**config.mk**
```make
export PLATFORM = sky130hd
export DESIGN_NAME = esl_retune_sequencer
export DESIGN_NICKNAME = d
export VERILOG_FILES = /design/src/rtl/esl_retune_sequencer.sv
export SDC_FILE = /design/constraint.sdc
export NUM_CORES = 1
export LEC_CHECK = 0
export BUFFER_PORTS_ARGS = -buffer_cell sky130_fd_sc_hd__buf_4
export CORE_AREA = 4 4 133 198
export DETAILED_ROUTE_END_ITERATION = 6
export DIE_AREA = 0 0 137 202
export GPL_TIMING_DRIVEN = 0
export PLACE_DENSITY = 0.88
export SLEW_MARGIN = 10
export SYNTH_ARGS = -nofsm -noshare
export SYNTH_HDL_FRONTEND = slang
export SYNTH_SLANG_ARGS = --single-unit
```
**constraint.sdc**
```tcl
create_clock -name sys_clk -period 8.2 [get_ports sys_clk]
set_clock_uncertainty 0.15 [all_clocks]
set_input_delay 0.41 -clock sys_clk [delete_from_list [all_inputs] [get_ports sys_clk]]
set_output_delay 0.41 -clock sys_clk [all_outputs]
set_load 0.05 [all_outputs]
```
**src/rtl/esl_retune_sequencer.sv**
```systemverilog
// Glitch-free reconfiguration sequencer for the ESL phase generator: ramp amplitudes to zero,
// load the new tuning words, wait out the generator pipeline, then ramp up to the new targets.
module esl_retune_sequencer #(
    parameter int unsigned SETTLE_CYCLES = 16,
    parameter int unsigned AMP_W         = 16
) (
    input  logic             sys_clk,
    input  logic             sys_rst_n,
    input  logic [31:0]      cfg_f,
    input  logic [7:0]       cfg_multiplier,
    input  logic [21:0]      cfg_phase,
    input  logic [19:0]      cfg_phase_pdh,
    input  logic [AMP_W-1:0] cfg_i_amp,
    input  logic [AMP_W-1:0] cfg_q_amp,
    input  logic             cfg_clr,
    input  logic [AMP_W-1:0] cfg_ramp_step,
    input  logic             commit_valid,
    output logic             commit_ready,
    output logic [31:0]      f,
    output logic [7:0]       multiplier,
    output logic [21:0]      phase,
    output logic [19:0]      phase_pdh,
    output logic [AMP_W-1:0] i_amp,
    output logic [AMP_W-1:0] q_amp,
    output logic             clr,
    output logic             busy,
    output logic             done
);

    localparam int unsigned CNT_W = (SETTLE_CYCLES > 1) ? $clog2(SETTLE_CYCLES) : 1;
    localparam logic [CNT_W-1:0] SETTLE_LAST = CNT_W'(SETTLE_CYCLES - 1);

    typedef enum logic [2:0] {
        StIdle,
        StRampDown,
        StLoad,
        StSettle,
        StRampUp
    } state_e;

    state_e state_q, state_d;
    logic [CNT_W-1:0] cnt_q, cnt_d;

    // Shadow copies of the committed configuration
    logic [31:0]      sh_f_q, sh_f_d;
    logic [7:0]       sh_mult_q, sh_mult_d;
    logic [21:0]      sh_phase_q, sh_phase_d;
    logic [19:0]      sh_pdh_q, sh_pdh_d;
    logic [AMP_W-1:0] sh_i_q, sh_i_d;
    logic [AMP_W-1:0] sh_q_q, sh_q_d;
    logic             sh_clr_q, sh_clr_d;
    logic [AMP_W-1:0] sh_step_q, sh_step_d;

    logic [31:0]      f_q, f_d;
    logic [7:0]       mult_q, mult_d;
    logic [21:0]      phase_q, phase_d;
    logic [19:0]      pdh_q, pdh_d;
    logic [AMP_W-1:0] i_q, i_d;
    logic [AMP_W-1:0] q_q, q_d;
    logic             clr_q, clr_d;
    logic             done_q, done_d;

    logic [AMP_W-1:0] i_down, q_down, i_up, q_up;
    logic [AMP_W:0]   i_sum, q_sum;

    always_comb begin
        i_down = (i_q > sh_step_q) ? (i_q - sh_step_q) : '0;
        q_down = (q_q > sh_step_q) ? (q_q - sh_step_q) : '0;
        // One extra bit so the upward step cannot wrap past the target
        i_sum  = {1'b0, i_q} + {1'b0, sh_step_q};
        q_sum  = {1'b0, q_q} + {1'b0, sh_step_q};
        i_up   = (i_sum >= {1'b0, sh_i_q}) ? sh_i_q : i_sum[AMP_W-1:0];
        q_up   = (q_sum >= {1'b0, sh_q_q}) ? sh_q_q : q_sum[AMP_W-1:0];
    end

    always_comb begin
        state_d    = state_q;
        cnt_d      = cnt_q;
        sh_f_d     = sh_f_q;
        sh_mult_d  = sh_mult_q;
        sh_phase_d = sh_phase_q;
        sh_pdh_d   = sh_pdh_q;
        sh_i_d     = sh_i_q;
        sh_q_d     = sh_q_q;
        sh_clr_d   = sh_clr_q;
        sh_step_d  = sh_step_q;
        f_d        = f_q;
        mult_d     = mult_q;
        phase_d    = phase_q;
        pdh_d      = pdh_q;
        i_d        = i_q;
        q_d        = q_q;
        clr_d      = 1'b0;
        done_d     = 1'b0;

        unique case (state_q)
            StIdle: begin
                if (commit_valid) begin
                    sh_f_d     = cfg_f;
                    sh_mult_d  = cfg_multiplier;
                    sh_phase_d = cfg_phase;
                    sh_pdh_d   = cfg_phase_pdh;
                    sh_i_d     = cfg_i_amp;
                    sh_q_d     = cfg_q_amp;
                    sh_clr_d   = cfg_clr;
                    // A zero step means "jump straight there"
                    sh_step_d  = (cfg_ramp_step == '0) ? '1 : cfg_ramp_step;
                    state_d    = StRampDown;
                end
            end
            StRampDown: begin
                i_d = i_down;
                q_d = q_down;
                if (i_down == '0 && q_down == '0) begin
                    f_d     = sh_f_q;
                    mult_d  = sh_mult_q;
                    phase_d = sh_phase_q;
                    pdh_d   = sh_pdh_q;
                    clr_d   = sh_clr_q;
                    state_d = StLoad;
                end
            end
            StLoad: begin
                cnt_d   = SETTLE_LAST;
                state_d = StSettle;
            end
            StSettle: begin
                if (cnt_q == '0) begin
                    state_d = StRampUp;
                end else begin
                    cnt_d = cnt_q - CNT_W'(1);
                end
            end
            StRampUp: begin
                i_d = i_up;
                q_d = q_up;
                if (i_up == sh_i_q && q_up == sh_q_q) begin
                    done_d  = 1'b1;
                    state_d = StIdle;
                end
            end
            default: state_d = StIdle;
        endcase
    end

    always_ff @(posedge sys_clk or negedge sys_rst_n) begin
        if (!sys_rst_n) begin
            state_q    <= StIdle;
            cnt_q      <= '0;
            sh_f_q     <= '0;
            sh_mult_q  <= '0;
            sh_phase_q <= '0;
            sh_pdh_q   <= '0;
            sh_i_q     <= '0;
            sh_q_q     <= '0;
            sh_clr_q   <= 1'b0;
            sh_step_q  <= '0;
            f_q        <= '0;
            mult_q     <= '0;
            phase_q    <= '0;
            pdh_q      <= '0;
            i_q        <= '0;
            q_q        <= '0;
            clr_q      <= 1'b0;
            done_q     <= 1'b0;
        end else begin
            state_q    <= state_d;
            cnt_q      <= cnt_d;
            sh_f_q     <= sh_f_d;
            sh_mult_q  <= sh_mult_d;
            sh_phase_q <= sh_phase_d;
            sh_pdh_q   <= sh_pdh_d;
            sh_i_q     <= sh_i_d;
            sh_q_q     <= sh_q_d;
            sh_clr_q   <= sh_clr_d;
            sh_step_q  <= sh_step_d;
            f_q        <= f_d;
            mult_q     <= mult_d;
            phase_q    <= phase_d;
            pdh_q      <= pdh_d;
            i_q        <= i_d;
            q_q        <= q_d;
            clr_q      <= clr_d;
            done_q     <= done_d;
        end
    end

    assign commit_ready = (state_q == StIdle);
    assign busy         = (state_q != StIdle);
    assign f            = f_q;
    assign multiplier   = mult_q;
    assign phase        = phase_q;
    assign phase_pdh    = pdh_q;
    assign i_amp        = i_q;
    assign q_amp        = q_q;
    assign clr          = clr_q;
    assign done         = done_q;

endmodule
```
==> metrics.md <==
| Metric | Value |
|---|---|
| Outcome | `complete, but fails checks` |
| Failing checks | `DRC` |
| Post-Synth Simple-Gate Area | `0.09566` |
| Initial antenna violation count | `3` |
| Clock buffer depth | `3` |
| Fin crit period | `6362 ps` |
| Gpl congestion | `0.9750` |
| # clock sinks | `254` |
| Max-slew headroom | `0.2593` |
| # IOs | `about 250` |
| Setup bufs post-CTS | `0` |
| FFs w/ async S/R, synth | `1.000` |
| Net Count, Synth | `about 1600` |
| Die Span Y | `202 µm` |
| Peak VDD IR | `roughly 0.46 mV` |
| Register bit count reported by yosys | `254` |
| Die W | `137 µm` |
| Final Hold Viols | `0` |
| Root Buffer | `clkbuf_16` |
| Ys flop type | `dfrtp_1` |
| First-pass GRT wire length | `between 90 and 100 mm` |
| Final Cycle Share | `0.7758` |
| Yosys top cell area share | `0.4237` |
| Finished Cell Area | `19520 µm²` |
| Remaining Overflow, GRT | `0` |
| PD cells | `510.6 nW/µm²` |
| Post-synthesis compound-gate area fraction | `0.1409` |
| R2r endpoint | `i_amp[4]` |
| Yosys warns | `0` |
| Die area | `about 28000 µm²` |
| Hold Path Origin | `cfg_i_amp[15]` |
| Post-DP HPWL | `38.58 mm` |
| Rows | `70` |
| Largest net degree at the start of global routing | `approximately 120` |
| H-tree levels | `1` |
| Post-synth EDFFs | `0` |
| Finished Layout Cells | `approximately 2100` |
| Worst Path Arrival | `~6700 ps` |
| Crit-path max FO | `10` |
| Synth Area in Adders | `0.08624` |
| RR Startpoint | `sh_step_q[1]` |
| First drt pass iteration count | `7` |
| Cell with the most instances after synthesis | `dfrtp_1` |
| Area grow syn2layout | `30.11%` |
| RSZ-0062 raised after global routing | `no` |
| P_leak | `between 9 and 10 nW` |
| Hold Path Stages | `3` |
| CP Capture Type | `flip-flop` |
| Post-synthesis cell type count | `83` |
| Final setup violation count | `0` |
| IO Port Bufs | `251` |
| Worst r2r path cells | `16` |
| WL final | `62.78 mm` |
| Setup total negative slack | `0 ps` |
| Xor/xnor cell area share of the yosys netlist | `0.05096` |
| Place WS | `2190 ps` |
| Register area share after synthesis | `0.4237` |
| Largest family of logic cells by synthesized area | `multiplexers` |
| Synth Area per Inst | `10.89 µm²` |
| Worst-Skew Late Latency | `about 600 ps` |
| Nets | `2023` |
| Worst-margin pin slew | `roughly 1100 ps` |
| CP required | `8480 ps` |
| Kind of critical path | `reg2reg` |
| Vias in the first global route | `15500` |
| Slew Limit Fails | `0` |
| Area post-placement | `17350 µm²` |
| Hold crit path type | `in2reg` |
| Top cell type by total area after synthesis | `dfrtp_1` |
| DRT iter0 DRCs | `1792` |
| Vias per cell | `6.684` |
| Synth Instances | `1377` |
| CTS Buf Count | `25` |
| Post-synth top cells | `dfrtp_1, ha_1, mux2_2` |
| Register area | `6356 µm²` |
| DR WL/cell | `29.46 µm` |
| Core ar. | `24520 µm²` |
| Synth Cell Area | `15000 µm²` |
| Fmax | `0.1572 GHz` |
| Initial core utilization | `0.6117` |
| Drt drc | `66` |
| Worst Setup Start Kind | `flip-flop` |
| Fillcell total | `1326` |
| Reg2Reg Setup Slack | `1840 ps` |
| Maxcap violations | `0` |
| Antenna Nets Post-Route | `0` |
| Post-Place Cells | `1954` |
| Share of cells above drive strength 1 | `0.2633` |
| CTS tree | `done` |
| Multi-input logic area | `approximately 8000 µm²` |
| Final WS setup | `1838 ps` |
| Global Route Usage Sum | `0.4495` |
| Worst-path clk slew | `70 ps` |
| Synth top area cells | `dfrtp_1, ha_1, mux2_2, mux2_4, xnor2_1` |
| Post-synthesis mux area share | `0.1586` |
| Vias | `between 10000 and 15000` |
| Hold Path Sink | `sh_i_q[15]` |
cell families after synthesis:
| logic type | Yosys count |
|---|---|
| compound gates | 302 |
| simple gates | 288 |
| flops | 254 |
| mux | 195 |
| buf+inv | 156 |
| fa+ha+maj | 101 |
| xor+xnor | 81 |
cell type report:
type	count	share of cell area
Multi-Input combinational cell	967	0.4092
Sequential cell	254	0.3256
Timing Repair Buffer	384	0.1669
Clock buffer	35	0.03808
Tap cell	324	0.02077
Inverter	89	0.01712
Buffer	67	0.01667
Clock inverter	8	0.005256
Antenna cell	3	0.0003846
registers in the layout (all words and copies together), names as in the netlist, 4 cells and up:
signal and count:
sh_pdh_q 20, sh_q_q 16, sh_f_q 32, cnt_q 4
sh_i_q 16, f 32, i_amp 16, multiplier 8
phase_pdh 20, sh_phase_q 22, phase 22, q_amp 16
sh_mult_q 8, sh_step_q 16
cell usage in the layout, fill, tap and decap left out, types with 14 or more instances in the layout:
cell,count
a21o_1,17
mux2_2,86
nor3_1,25
nand4_1,20
mux2_1,24
mux2_4,58
nor4_1,16
mux2i_1,27
dfrtp_1,254
o221ai_1,14
buf_4,250
xnor2_1,61
inv_1,84
ha_1,97
nand2b_1,17
clkbuf_1,45
nor2b_1,15
o21ai_0,63
xor2_1,16
nand3_1,14
o22a_1,18
nand2_1,80
dlygate4sd3_1,131
a211oi_1,18
clkbuf_16,25
a21oi_1,56
nor2_1,61
worst max-delay path by stage:
stage | start | to | slack (ps) | cells after the start
2_1_floorplan | q_amp[6] | q_amp[12] | 3480 | 17
3_3_place_gp | sh_step_q[1] | q_amp[12] | 2200 | 19
3_5_place_dp | sh_step_q[1] | q_amp[12] | 2190 | 19
4_1_cts | sh_step_q[1] | q_amp[12] | 2170 | 19
5_1_grt | sh_step_q[1] | q_amp[12] | 1760 | 19
6_report | sh_step_q[1] | i_amp[4] | 1840 | 16
where the power goes:
part / internal [mW] / switching [mW]
sequential: 1.83 / 0.613
clock: 0.671 / 0.571
combinational: 2.33 / 3.94
metal layers:
metal,routed length [µm],global-route usage
met1,19430,0.4518
met2,30250,0.7407
met3,5566,0.1155
met4,7535,0.4176
met5,0,0
per-stage QoR:
step                hold slack, ps  total power, mW  utilization
CTS                          71.34            9.402       0.7956
global route                 73.30            10.26       0.7959
detailed placement           163.6            8.052       0.7077
floorplan                   -35.59            6.304            -
global placement             309.6            7.875       0.7051
finish                       84.06            9.967       0.7959
worst max-delay path, cell delays in order (launching register included):
cell and delay [ps]:
dfrtp_1 580, inv_1 250, ha_1 380, nor2b_1 280, o311ai_1 170, a31oi_1 620
a21oi_1 450, nor3_1 450, nor2_1 140, xnor2_1 290, ha_1 330, nor2b_1 160
a2111oi_0 460, o21ai_1 420, clkbuf_1 470, mux2i_1 410, o221ai_1 190
what timing repair did:
action	4_1_cts	5_1_grt
resized for setup	0	0
hold buffers	131	0
endpoints found under the hold margin	170	0
Power figures use the tool's default switching activity.
